[config.mk]
export PLATFORM = sky130hd
export DESIGN_NAME = scoreboard_register_file
export DESIGN_NICKNAME = d
export VERILOG_FILES = /design/src/rtl/scoreboard_register_file.sv
export SDC_FILE = /design/constraint.sdc
export NUM_CORES = 1
export LEC_CHECK = 0
export ABC_AREA = 1
export CAP_MARGIN = 10
export CORE_AREA = 2 2 75 77
export CTS_CLUSTER_SIZE = 20
export DETAILED_ROUTE_END_ITERATION = 8
export DIE_AREA = 0 0 77 79
export PLACE_DENSITY = 0.75
export SETUP_SLACK_MARGIN = 0.02
export SLEW_MARGIN = 15
export SYNTH_ARGS = -nofsm -noshare
export SYNTH_HDL_FRONTEND = slang
export SYNTH_SLANG_ARGS = --single-unit
[constraint.sdc]
create_clock -name clk -period 1.93 [get_ports clk]
set_input_delay 0.2895 -clock clk [delete_from_list [all_inputs] [get_ports clk]]
set_output_delay 0.2895 -clock clk [all_outputs]
set_load 0.1 [all_outputs]
[src/rtl/scoreboard_register_file.sv]
// Register file with two bypassed read ports, one write port and a per-register
// busy scoreboard for RAW/WAW hazard tracking. Define ZERO_REG_EN to hardwire register 0 to zero.
module scoreboard_register_file #(
  parameter int DATA_W   = 8,
  parameter int NUM_REGS = 4,
  parameter int ADDR_W   = 2,
  parameter int CNT_W    = 3
) (
  input  logic                clk,
  input  logic                reset,
  input  logic [ADDR_W-1:0]   rs1,
  input  logic [ADDR_W-1:0]   rs2,
  input  logic [ADDR_W-1:0]   rd,
  input  logic                write_en,
  input  logic [DATA_W-1:0]   write_data,
  output logic [DATA_W-1:0]   read_data1,
  output logic [DATA_W-1:0]   read_data2,
  output logic                rs1_ready,
  output logic                rs2_ready,
  input  logic                reserve_en,
  input  logic [ADDR_W-1:0]   reserve_addr,
  output logic                reserve_ok,
  output logic [NUM_REGS-1:0] busy_vec,
  output logic [CNT_W-1:0]    busy_count
);

`ifdef ZERO_REG_EN
  localparam logic ZERO_REG = 1'b1;
`else
  localparam logic ZERO_REG = 1'b0;
`endif

  logic [DATA_W-1:0]   regs_q [NUM_REGS];
  logic [NUM_REGS-1:0] busy_q, busy_d;
  logic [CNT_W-1:0]    busy_count_q, busy_count_d;

  function automatic logic addr_valid(input logic [ADDR_W-1:0] a);
    return 32'(a) < NUM_REGS;
  endfunction

  function automatic logic is_zero_reg(input logic [ADDR_W-1:0] a);
    return ZERO_REG && (a == '0);
  endfunction

  logic write_ok;
  logic reserve_hit;
  assign write_ok = write_en && addr_valid(rd) && !is_zero_reg(rd);

  // Read port 1: invalid or hardwired-zero addresses read as 0 and are always ready.
  always_comb begin
    read_data1 = '0;
    rs1_ready  = 1'b1;
    if (addr_valid(rs1) && !is_zero_reg(rs1)) begin
      read_data1 = (write_en && rd == rs1) ? write_data : regs_q[rs1];
      rs1_ready  = !busy_q[rs1] || (write_en && rd == rs1);
    end
  end

  always_comb begin
    read_data2 = '0;
    rs2_ready  = 1'b1;
    if (addr_valid(rs2) && !is_zero_reg(rs2)) begin
      read_data2 = (write_en && rd == rs2) ? write_data : regs_q[rs2];
      rs2_ready  = !busy_q[rs2] || (write_en && rd == rs2);
    end
  end

  // A write landing this cycle frees the slot for a new producer immediately.
  always_comb begin
    reserve_ok  = 1'b0;
    reserve_hit = 1'b0;
    if (reserve_en && addr_valid(reserve_addr)) begin
      if (is_zero_reg(reserve_addr)) begin
        reserve_ok = 1'b1;
      end else begin
        reserve_ok  = !busy_q[reserve_addr] || (write_en && rd == reserve_addr);
        reserve_hit = reserve_ok;
      end
    end
  end

  // Clear before set so a same-register write+reserve leaves the register busy.
  always_comb begin
    busy_d = busy_q;
    if (write_ok) busy_d[rd] = 1'b0;
    if (reserve_hit) busy_d[reserve_addr] = 1'b1;
    busy_count_d = '0;
    for (int i = 0; i < NUM_REGS; i++) begin
      busy_count_d = busy_count_d + CNT_W'(busy_d[i]);
    end
  end

  always_ff @(posedge clk) begin
    if (!reset) begin
      for (int i = 0; i < NUM_REGS; i++) regs_q[i] <= '0;
      busy_q       <= '0;
      busy_count_q <= '0;
    end else begin
      if (write_ok) regs_q[rd] <= write_data;
      busy_q       <= busy_d;
      busy_count_q <= busy_count_d;
    end
  end

  assign busy_vec   = busy_q;
  assign busy_count = busy_count_q;

endmodule

# Word level (Yosys, flattened, before mapping)

Memory sizes are Yosys's and may differ from the RTL's.
Cells that the tools add are included.

Flip-flop bits (word level): 7
RAM bits: 32
Input bits: 20
Output and inout bits: 26
Logic and storage cells: 52
Memories: 1

Memory list:

| memory | words | width | rd ports | clocked after memory_dff | wr ports | RTL line | RTL |
|---|---|---|---|---|---|---|---|
| regs_q | 4     | 8     | 2        | 0                        | 4        | 33       | `logic [DATA_W-1:0] regs_q [NUM_REGS];` |

Add/sub/neg operators: 3
$lt $le $gt $ge: 6
Equality and inequality tests: 3
Muxes and demuxes: 22
Bitwise logic cells: 3
Reductions and logical operators: 12

Operators by type and width:

| kind                                                                                | number |
|---|---|
| 8-bit 2-to-1 mux                                                                    | 3 |
| 2-bit by 3-bit less-than comparator with 1-bit output, second input constant        | 4 |
| 1-bit 2-to-1 mux                                                                    | 11 |
| 4-bit 2-to-1 mux                                                                    | 2 |
| 8-bit OR reduction                                                                  | 1 |
| 1-bit binary-select mux with 2-bit select                                           | 3 |
| 2-bit == test                                                                       | 3 |
| 1-bit logical AND                                                                   | 5 |
| 4-bit bitwise AND                                                                   | 1 |
| 1-bit demux with 2-bit select                                                       | 2 |
| 2-bit by 1-bit greater-or-equal comparator with 1-bit output, second input constant | 2 |
| 4-bit NOT                                                                           | 1 |
| 4-bit OR                                                                            | 1 |
| 2-bit by 1-bit adder with 3-bit output                                              | 1 |
| 3-bit by 1-bit adder with 3-bit output                                              | 1 |
| 1-bit zero test                                                                     | 3 |
| 1-bit logical OR                                                                    | 3 |
| 1-bit by 1-bit adder with 2-bit output                                              | 1 |
| 2-bit 2-to-1 mux                                                                    | 1 |

# Longest topological paths before layout

Gate-level depths: netlist of run 1.

Depth in word-level cells: 12
Gate-level depth with buffers: 13
Depth with buffers taken out: 13

# Worst setup path after synthesis of run 1

Ideal clock, no wire load.

Path type: register to register
From: register busy_q[3] (netlist: busy_vec[3])
To: register busy_count_q[1] (netlist: busy_count[1])
Setup time: 0.109 ns
Arrival time: 2.519 ns
Required time: 1.821 ns
Slack: -0.698 ns
Cell stages (with the launch flop): 13
Buffers on the path: 0
Period minus slack after synthesis: 2.628 ns
Cells stage by stage: dfxtp_1 > nand2_1 > nand2_1 > nand2_1 > nand2_1 > nand2_1 > nand3_1 > nand2_1 > fa_1 > ha_1 > ha_1 > nand2_1 > inv_1

Longest elaborated chain between the ends: 9
Elaborated cells between the ends (all ways): 12
Classes of those cells: 3 x add/sub; 5 x mux; 2 x bitwise; 2 x reduce/logical

Ends and longest elaborated chain:

| item                                      | RTL line | RTL |
|---|---|---|
| start, declared                           | 34       | `logic [NUM_REGS-1:0] busy_q, busy_d;` |
| start signal, assigned                    | 100      | `busy_q <= busy_d;` |
| 1-bit binary-select mux with 2-bit select | 76       | `reserve_ok = !busy_q[reserve_addr] \|\| (write_en && rd == reserve_addr);` |
| 1-bit 2-to-1 mux (implied by the code)    | 76       |  |
| 1-bit zero test                           | 76       |  |
| 1-bit logical OR                          | 76       |  |
| 1-bit 2-to-1 mux                          | 72       | `if (reserve_en && addr_valid(reserve_addr)) begin` |
| 4-bit 2-to-1 mux                          | 86       | `if (reserve_hit) busy_d[reserve_addr] = 1'b1;` |
| via busy_d[0]                             | 34       |  |
| 1-bit by 1-bit adder with 2-bit output    | 89       | `busy_count_d = busy_count_d + CNT_W'(busy_d[i]);` |
| 2-bit by 1-bit adder with 3-bit output    | 89       |  |
| 3-bit by 1-bit adder with 3-bit output    | 89       |  |
| via busy_count_d[1]                       | 35       | `logic [CNT_W-1:0] busy_count_q, busy_count_d;` |
| end signal, assigned                      | 101      | `busy_count_q <= busy_count_d;` |
| end, declared                             | 35       |  |

The timed path passes the listed nets, and every way through them passes these cells. The select of a mux whose other input is x is not followed.
A chain may end at the register's enable or synchronous reset.

# Worst setup path in the final report of run 1

From: register busy_q[2] (netlist: busy_vec[2])
To: register busy_count_q[1] (netlist: busy_count[1])

The elaborated chain is that of the path after synthesis.

==> metrics, run 1 <==
status=finished, violations left; failing checks=negative setup slack; Yosys Warn Count=0; core region area=between 5000 and 6000 um^2; Syn Area/Cell=7.815 um^2; crit path time final=around 1.9 ns; vias in the first global route=2667; Rows=27; RD Place Congestion=between 0.8 and 0.9; startpoint types=flip-flop; largest net degree at the start of global routing=28; global route hottest layer=met2; layout net count=about 420; H-tree depth=2; Die Height=79 um; post-route ant nets=0; Slew HR=roughly 75%; Netlist cell types=23; Yosys top cell area share=approximately two fifths; measured slew at the worst slew-check pin=between 0.3 and 0.4 ns; Detailed Route Iter0 Violations=about 300; dpl cells=453; critical path type=flip-flop to flip-flop; clk root buf=clkbuf_8; CP max FO=4; Syn Nets=332; CP required=about 2.1 ns; endpoints failing hold=0; M1 GR Usage=27.77%; Final Skew=0.004883 ns; final worst slack=-0.007952 ns; final slew viol count=0; power per standard cell area=767.5 nW/um^2; number of diodes=0; Pleak=roughly 1.6 nW; worst slack, placed=-0.5924 ns; met3 usage=under 10%; Clock Sinks=39; min-delay src=reserve_addr[0]; dominant cells by area after synthesis=edfxtp_1 40%, o21ai_0 9.9%, nand2_1 9.0%; Skew-Pair Late Insertion Delay=0.29 ns; cts bufs inserted=5; Max-cap violations=0; met2 Resource Use GR=~50%; final period utilization=100.4%; final setup vio count=1; first-pass GRT wire length=12.46 mm; vias per cell=5.310; total track usage=26.17%; Worst Hold Class=input pin to flip-flop; CP endpoint kind=flip-flop; FF-to-FF Start=busy_vec[2]; DRC Markers=0; RSZ-0062 raised after global routing=yes; Port Buffer Count=45; # IOs=46; Mapped Area=~2400 um^2; clock slew at reported path FFs=0.08 ns; area grow syn2layout=58.76%; Initial Utilization=a little under half; Critical Path Source=busy_vec[2]; post-synthesis sequential area ratio=approximately 46%; vias=between 2k and 2.5k; flops & latches, synth=39; Routed wire per std cell=around 16 um; Total Wirelength=between 7 and 8 mm; CTS Buffer Depth=2; final non-filler cell total=about 470; Peak Freq=slightly above 0.5 GHz; Post-Synthesis Cells=~300; largest area contributor in the netlist=edfxtp_1; Chip Width=between 70 and 80 um; hpwl dp=between 5 and 6 mm; grt ovf=0; number of antenna violations at the first check in global routing=0; share of layout cells above drive strength 1=36.11%; CTS tree=done; maximum VDD drop=0.4415 mV; Pre-Repair DR Iteration Count=6; Arr. time, crit path=roughly 2.1 ns; Die ar.=a little over 6000 um^2
[cell usage in the layout, fill, tap and decap left out, types with 2 or more instances in the layout]
cell,Yosys,layout
dfxtp_1,7,3
nand3_2,0,5
inv_1,37,36
edfxtp_1,32,32
buf_6,2,6
buf_4,3,43
inv_2,3,4
nand3_1,9,4
buf_16,0,2
buf_12,0,23
nor2_1,51,51
a21oi_1,22,22
clkbuf_2,1,5
o21ai_1,3,4
o21ai_4,0,16
o21ai_0,48,47
nand2_2,2,20
clkdlybuf4s50_1,0,10
dfxtp_4,0,4
o2111ai_4,1,2
nand2_1,58,39
clkbuf_8,0,5
[report_power, final]
| group | leakage, nW | internal [mW] | switching, mW |
|---|---|---|---|
| registers | 0.375 | 0.971 | 0.0288 |
| clock network | 0.0556 | 0.378 | 0.283 |
| logic | 1.20 | 0.456 | 0.825 |
| total | 1.64 | 1.81 | 1.14 |
[cell usage after synthesis]
master,instances
a21oi_1,22
a21oi_2,1
buf_2,3
buf_4,3
buf_6,2
clkbuf_1,4
clkbuf_2,1
dfxtp_1,7
edfxtp_1,32
fa_1,1
ha_1,2
inv_1,37
inv_2,3
nand2_1,58
nand2_2,2
nand3_1,9
nor2_1,51
o2111ai_2,1
o2111ai_4,1
o211ai_1,1
o21ai_0,48
o21ai_1,3
o21ai_2,17
[critical path, stage by stage (launching register included)]
cell,delay (ns)
dfxtp_4,0.37
nand2_2,0.05
nand2_2,0.05
nand2_1,0.05
nand2_1,0.07
nand2_2,0.09
nand3_2,0.09
nand2_2,0.07
fa_1,0.54
ha_2,0.19
ha_4,0.20
nand2_2,0.04
inv_1,0.03
[metal layers]
| layer | wire length (um) | vias up | part of all wire (%) |
|---|---|---|---|
| met5 | 0 | - | 0 |
| met4 | 160 | 0 | 2.1 |
| met3 | 533 | 18 | 7.1 |
| met2 | 4179 | 108 | 56 |
| met1 | 2645 | 1163 | 35 |
| li1 | - | 1196 | - |
[final timing paths]
| check | end | slack (ns) | cells past startpoint |
|---|---|---|---|
| worst min-delay path | busy_vec[0] | 0.50 | 5 |
| worst max register to register | busy_count[1] | -0.008 | 12 |
| worst min register to register | busy_vec[2] | 0.69 | 3 |
| worst max-delay path | busy_count[1] | -0.008 | 12 |
[through the flow]
| step | instance area (um^2) | utilization (%) | TNS (ns) | hold WS [ns] | total power, mW |
|---|---|---|---|---|---|
| 3_5_place_dp | 3506 | 65.68 | -5.207 | 0.6800 | 2.213 |
| 6_report | 3834 | 71.82 | -0.007952 | 0.5017 | 2.942 |
| 4_1_cts | 3800 | 71.19 | -0.01148 | 0.5437 | 2.924 |
| 2_1_floorplan | 2522 | - | -1.572 | 0.4361 | 1.763 |
| 3_3_place_gp | 3506 | 65.68 | -4.684 | 0.6479 | 2.192 |
| 5_1_grt | 3834 | 71.82 | -0.1305 | 0.5264 | 3.050 |
[what timing repair did]
item / CTS / global route
hold buffers: 0 / 0
gates cloned: 2 / 0
pin swaps: 2 / 14
endpoints found under the setup margin: 22 / 20
gates resized for setup: 39 / 27
buffers inserted: 3 / 2
[final cells by class]
class / count / area [um^2]
fillers: 408 / 1504
multi-input cells: 217 / 1315
flip-flops and latches: 39 / 1116
repair buffers: 92 / 1055
inverters: 40 / 150.1
well taps: 72 / 90.09
clock buffers: 5 / 68.82
clock inverters: 3 / 38.79
[flip-flops by register name, summed over array words and instances (netlist names)]
signal / count
busy_vec: 4
regs_q: 32
busy_count: 3
[logic make-up (layout without fill, tap and decap cells)]
group	count (synthesis)	in the layout	share of synthesized area, %
AND/OR/NAND/NOR	120	120	19.33
adder cells (fa/ha/maj)	3	3	1.865
flip-flops	39	39	45.60
buffers and inverters	53	140	9.533
AO/OA/AOI/OAI	94	94	23.68
No activity file was read; power rests on OpenSTA's default activity.
==> run 2, diff against run 1 <==
- CORE_AREA: 2 2 75 77 -> 2 2 73 75
- DIE_AREA: 0 0 77 79 -> 0 0 75 77
- GPL_ROUTABILITY_DRIVEN: not set -> 1
- clock period: 1.93 -> 1.8 ns (I/O delays scaled with it)
==> metrics, run 2 (synthesized netlist as in run 1, its figures left out) <==
CP cell instances=nand2_1 > nand2_1 > nand2_1 > nand2_2 > nand2_4 > nand3_4 > nand2_2 > fa_1 > ha_4 > ha_4 > nand2_2 > inv_2; status=finished, violations left; number of antenna violations at the first check in global routing=0; Max-cap violations=0; r2r worst-path depth=12; Chip Width=~75 um; Pleak=1.652 nW; Worst R2R End=busy_count[1]; DRC Markers=0; Peak Freq=between 0.5 and 0.6 GHz; Reg2Reg Setup Slack=-0.14 ns; final period utilization=107.8%; maximum VDD drop=roughly 0.66 mV; share of power burned in the clock network=approximately 23%; first-pass GRT wire length=between 10 and 15 mm; CP required=between 1.5 and 2 ns; Routed wire per std cell=approximately 16 um; clock slew at reported path FFs=~0.070 ns; vias in the first global route=roughly 2.4k; Initial Utilization=roughly half; H-tree depth=2; CP endpoint kind=flip-flop; dpl cells=448; final worst slack=-0.1400 ns; startpoint types=flip-flop; final slew viol count=0; number of diodes=0; hpwl dp=roughly 5 mm; most flop-heavy register=regs_q; Final Util=79.11%; cts bufs inserted=5; critical path type=flip-flop to flip-flop; layout net count=around 420; core region area=approximately 5000 um^2; RSZ-0062 raised after global routing=yes; filler cell count=between 300 and 400; vias=roughly 2.5k; placed cell area=~3600 um^2; Total Wirelength=around 7.5 mm; CTS tree=done; Final Skew=roughly 0.0036 ns; Crit path largest cell delay=between 0.5 and 0.6 ns; grt ovf=0; Net Sw Frac=about two fifths; Die ar.=around 5800 um^2; Slowest cell on crit path=fa_1; clk root buf=clkbuf_8; CTS Buffer Depth=2; Slew HR=between 70 and 80%; largest net degree at the start of global routing=28; crit path time final=between 1.5 and 2 ns; Switch Pwr=roughly 1.2 mW; FF/Latch Area=approximately 1100 um^2; measured slew at the worst slew-check pin=approximately 0.43 ns; FF-to-FF Start=busy_vec[1]; power per standard cell area=816.9 nW/um^2; Comb power frac=a little over two fifths; area grow syn2layout=63.06%; Worst Hold Path Cells=5; Rows=26; final setup vio count=3; Clock Sinks=39; max reg flops=32; post-route ant nets=0; Worst Hold Class=input pin to flip-flop; endpoints failing hold=0; Detailed Route Iter0 Violations=300; total track usage=about 26%; final non-filler cell total=about 470; Die Height=77 um; # IOs=between 40 and 50; worst hold endpoint=busy_vec[3]; share of layout cells above drive strength 1=between 30% and 40%; RD Place Congestion=0.8150; P_int=roughly 2.0 mW; Pre-Repair DR Iteration Count=5; total power=between 3 and 4 mW; failing checks=negative setup slack; most frequent cells in the layout=51 x nor2_1, 43 x o21ai_0, 41 x buf_4, 39 x nand2_1, 33 x inv_1; Skew-Pair Late Insertion Delay=between 0.2 and 0.3 ns; Multi-input gate area=1370 um^2; Final Instance Area=slightly below 4000 um^2; CP max FO=5; Port Buffer Count=between 40 and 50; sequential share of power=33.3%; worst slack, placed=-0.7591 ns; Arr. time, crit path=approximately 2.1 ns; commonest non-fill, non-tap cell in the layout=nor2_1; Fin Hold WS=just over 0.4 ns; min-delay src=reserve_addr[1]; sum of negative setup slack=-0.2335 ns; vias per cell=5.441
-- run 2: changes by cell type in the layout (fill, tap and decap cells not counted), sizes merged --
| cell | change |
|---|---|
| clkinv | -2 |
| clkinvlp | +1 |
| buf | +1 |
| inv | +1 |
| clkbuf | -1 |
| dlygate4sd2 | -1 |
-- run 2: worst max-delay path by stage --
stage                         start       endpoint  slack [ns]
CTS                     busy_vec[3]  busy_count[1]       -0.13
floorplan               busy_vec[3]  busy_count[1]       -0.29
global route            busy_vec[1]  busy_count[1]       -0.23
global placement    reserve_addr[0]  busy_count[1]       -0.66
detailed placement  reserve_addr[0]  busy_count[1]       -0.76
finish                  busy_vec[1]  busy_count[1]       -0.14
-- run 2: repair_timing --
action                     4_1_cts  5_1_grt
setup endpoints to repair       22       20
hold endpoints to repair         0        0
pin swaps                       10        9
gates cloned                     2        1
setup buffers                    3        4
resized for setup               38       43
hold buffers                     0        0
-- run 2: per-layer routing --
layer  wire length [um]  GRT usage (%)
met1               3026          36.87
met2               3778          40.26
met3                548          4.468
met4                132          7.321
met5                  0              0
-- run 2: worst max-delay path, delay by kind of cell, from the launching register on --
kind	cells	cell delay [ns]
and+or+nand+nor	8	0.56
buffers and inverters	1	0.03
adders and majority gates	3	0.92
DFF	1	0.35
-- run 2: cell type report --
type,count,share of cell area [%]
Multi-Input combinational cell,217,34.79
Sequential cell,39,28.34
Timing Repair Buffer,91,27.77
Inverter,40,3.940
Tap cell,70,2.224
Clock buffer,5,1.748
Clock inverter,3,1.176
-- run 2: power groups by stage --
| stage | logic [mW] | registers (mW) | clock network (mW) |
|---|---|---|---|
| after floorplan | 0.762 | 1.16 | 0 |
| after global placement | 1.30 | 1.08 | 0 |
| after detailed placement | 1.32 | 1.09 | 0 |
| after CTS | 1.36 | 1.07 | 0.739 |
| after global routing | 1.48 | 1.08 | 0.778 |
| final | 1.41 | 1.07 | 0.732 |
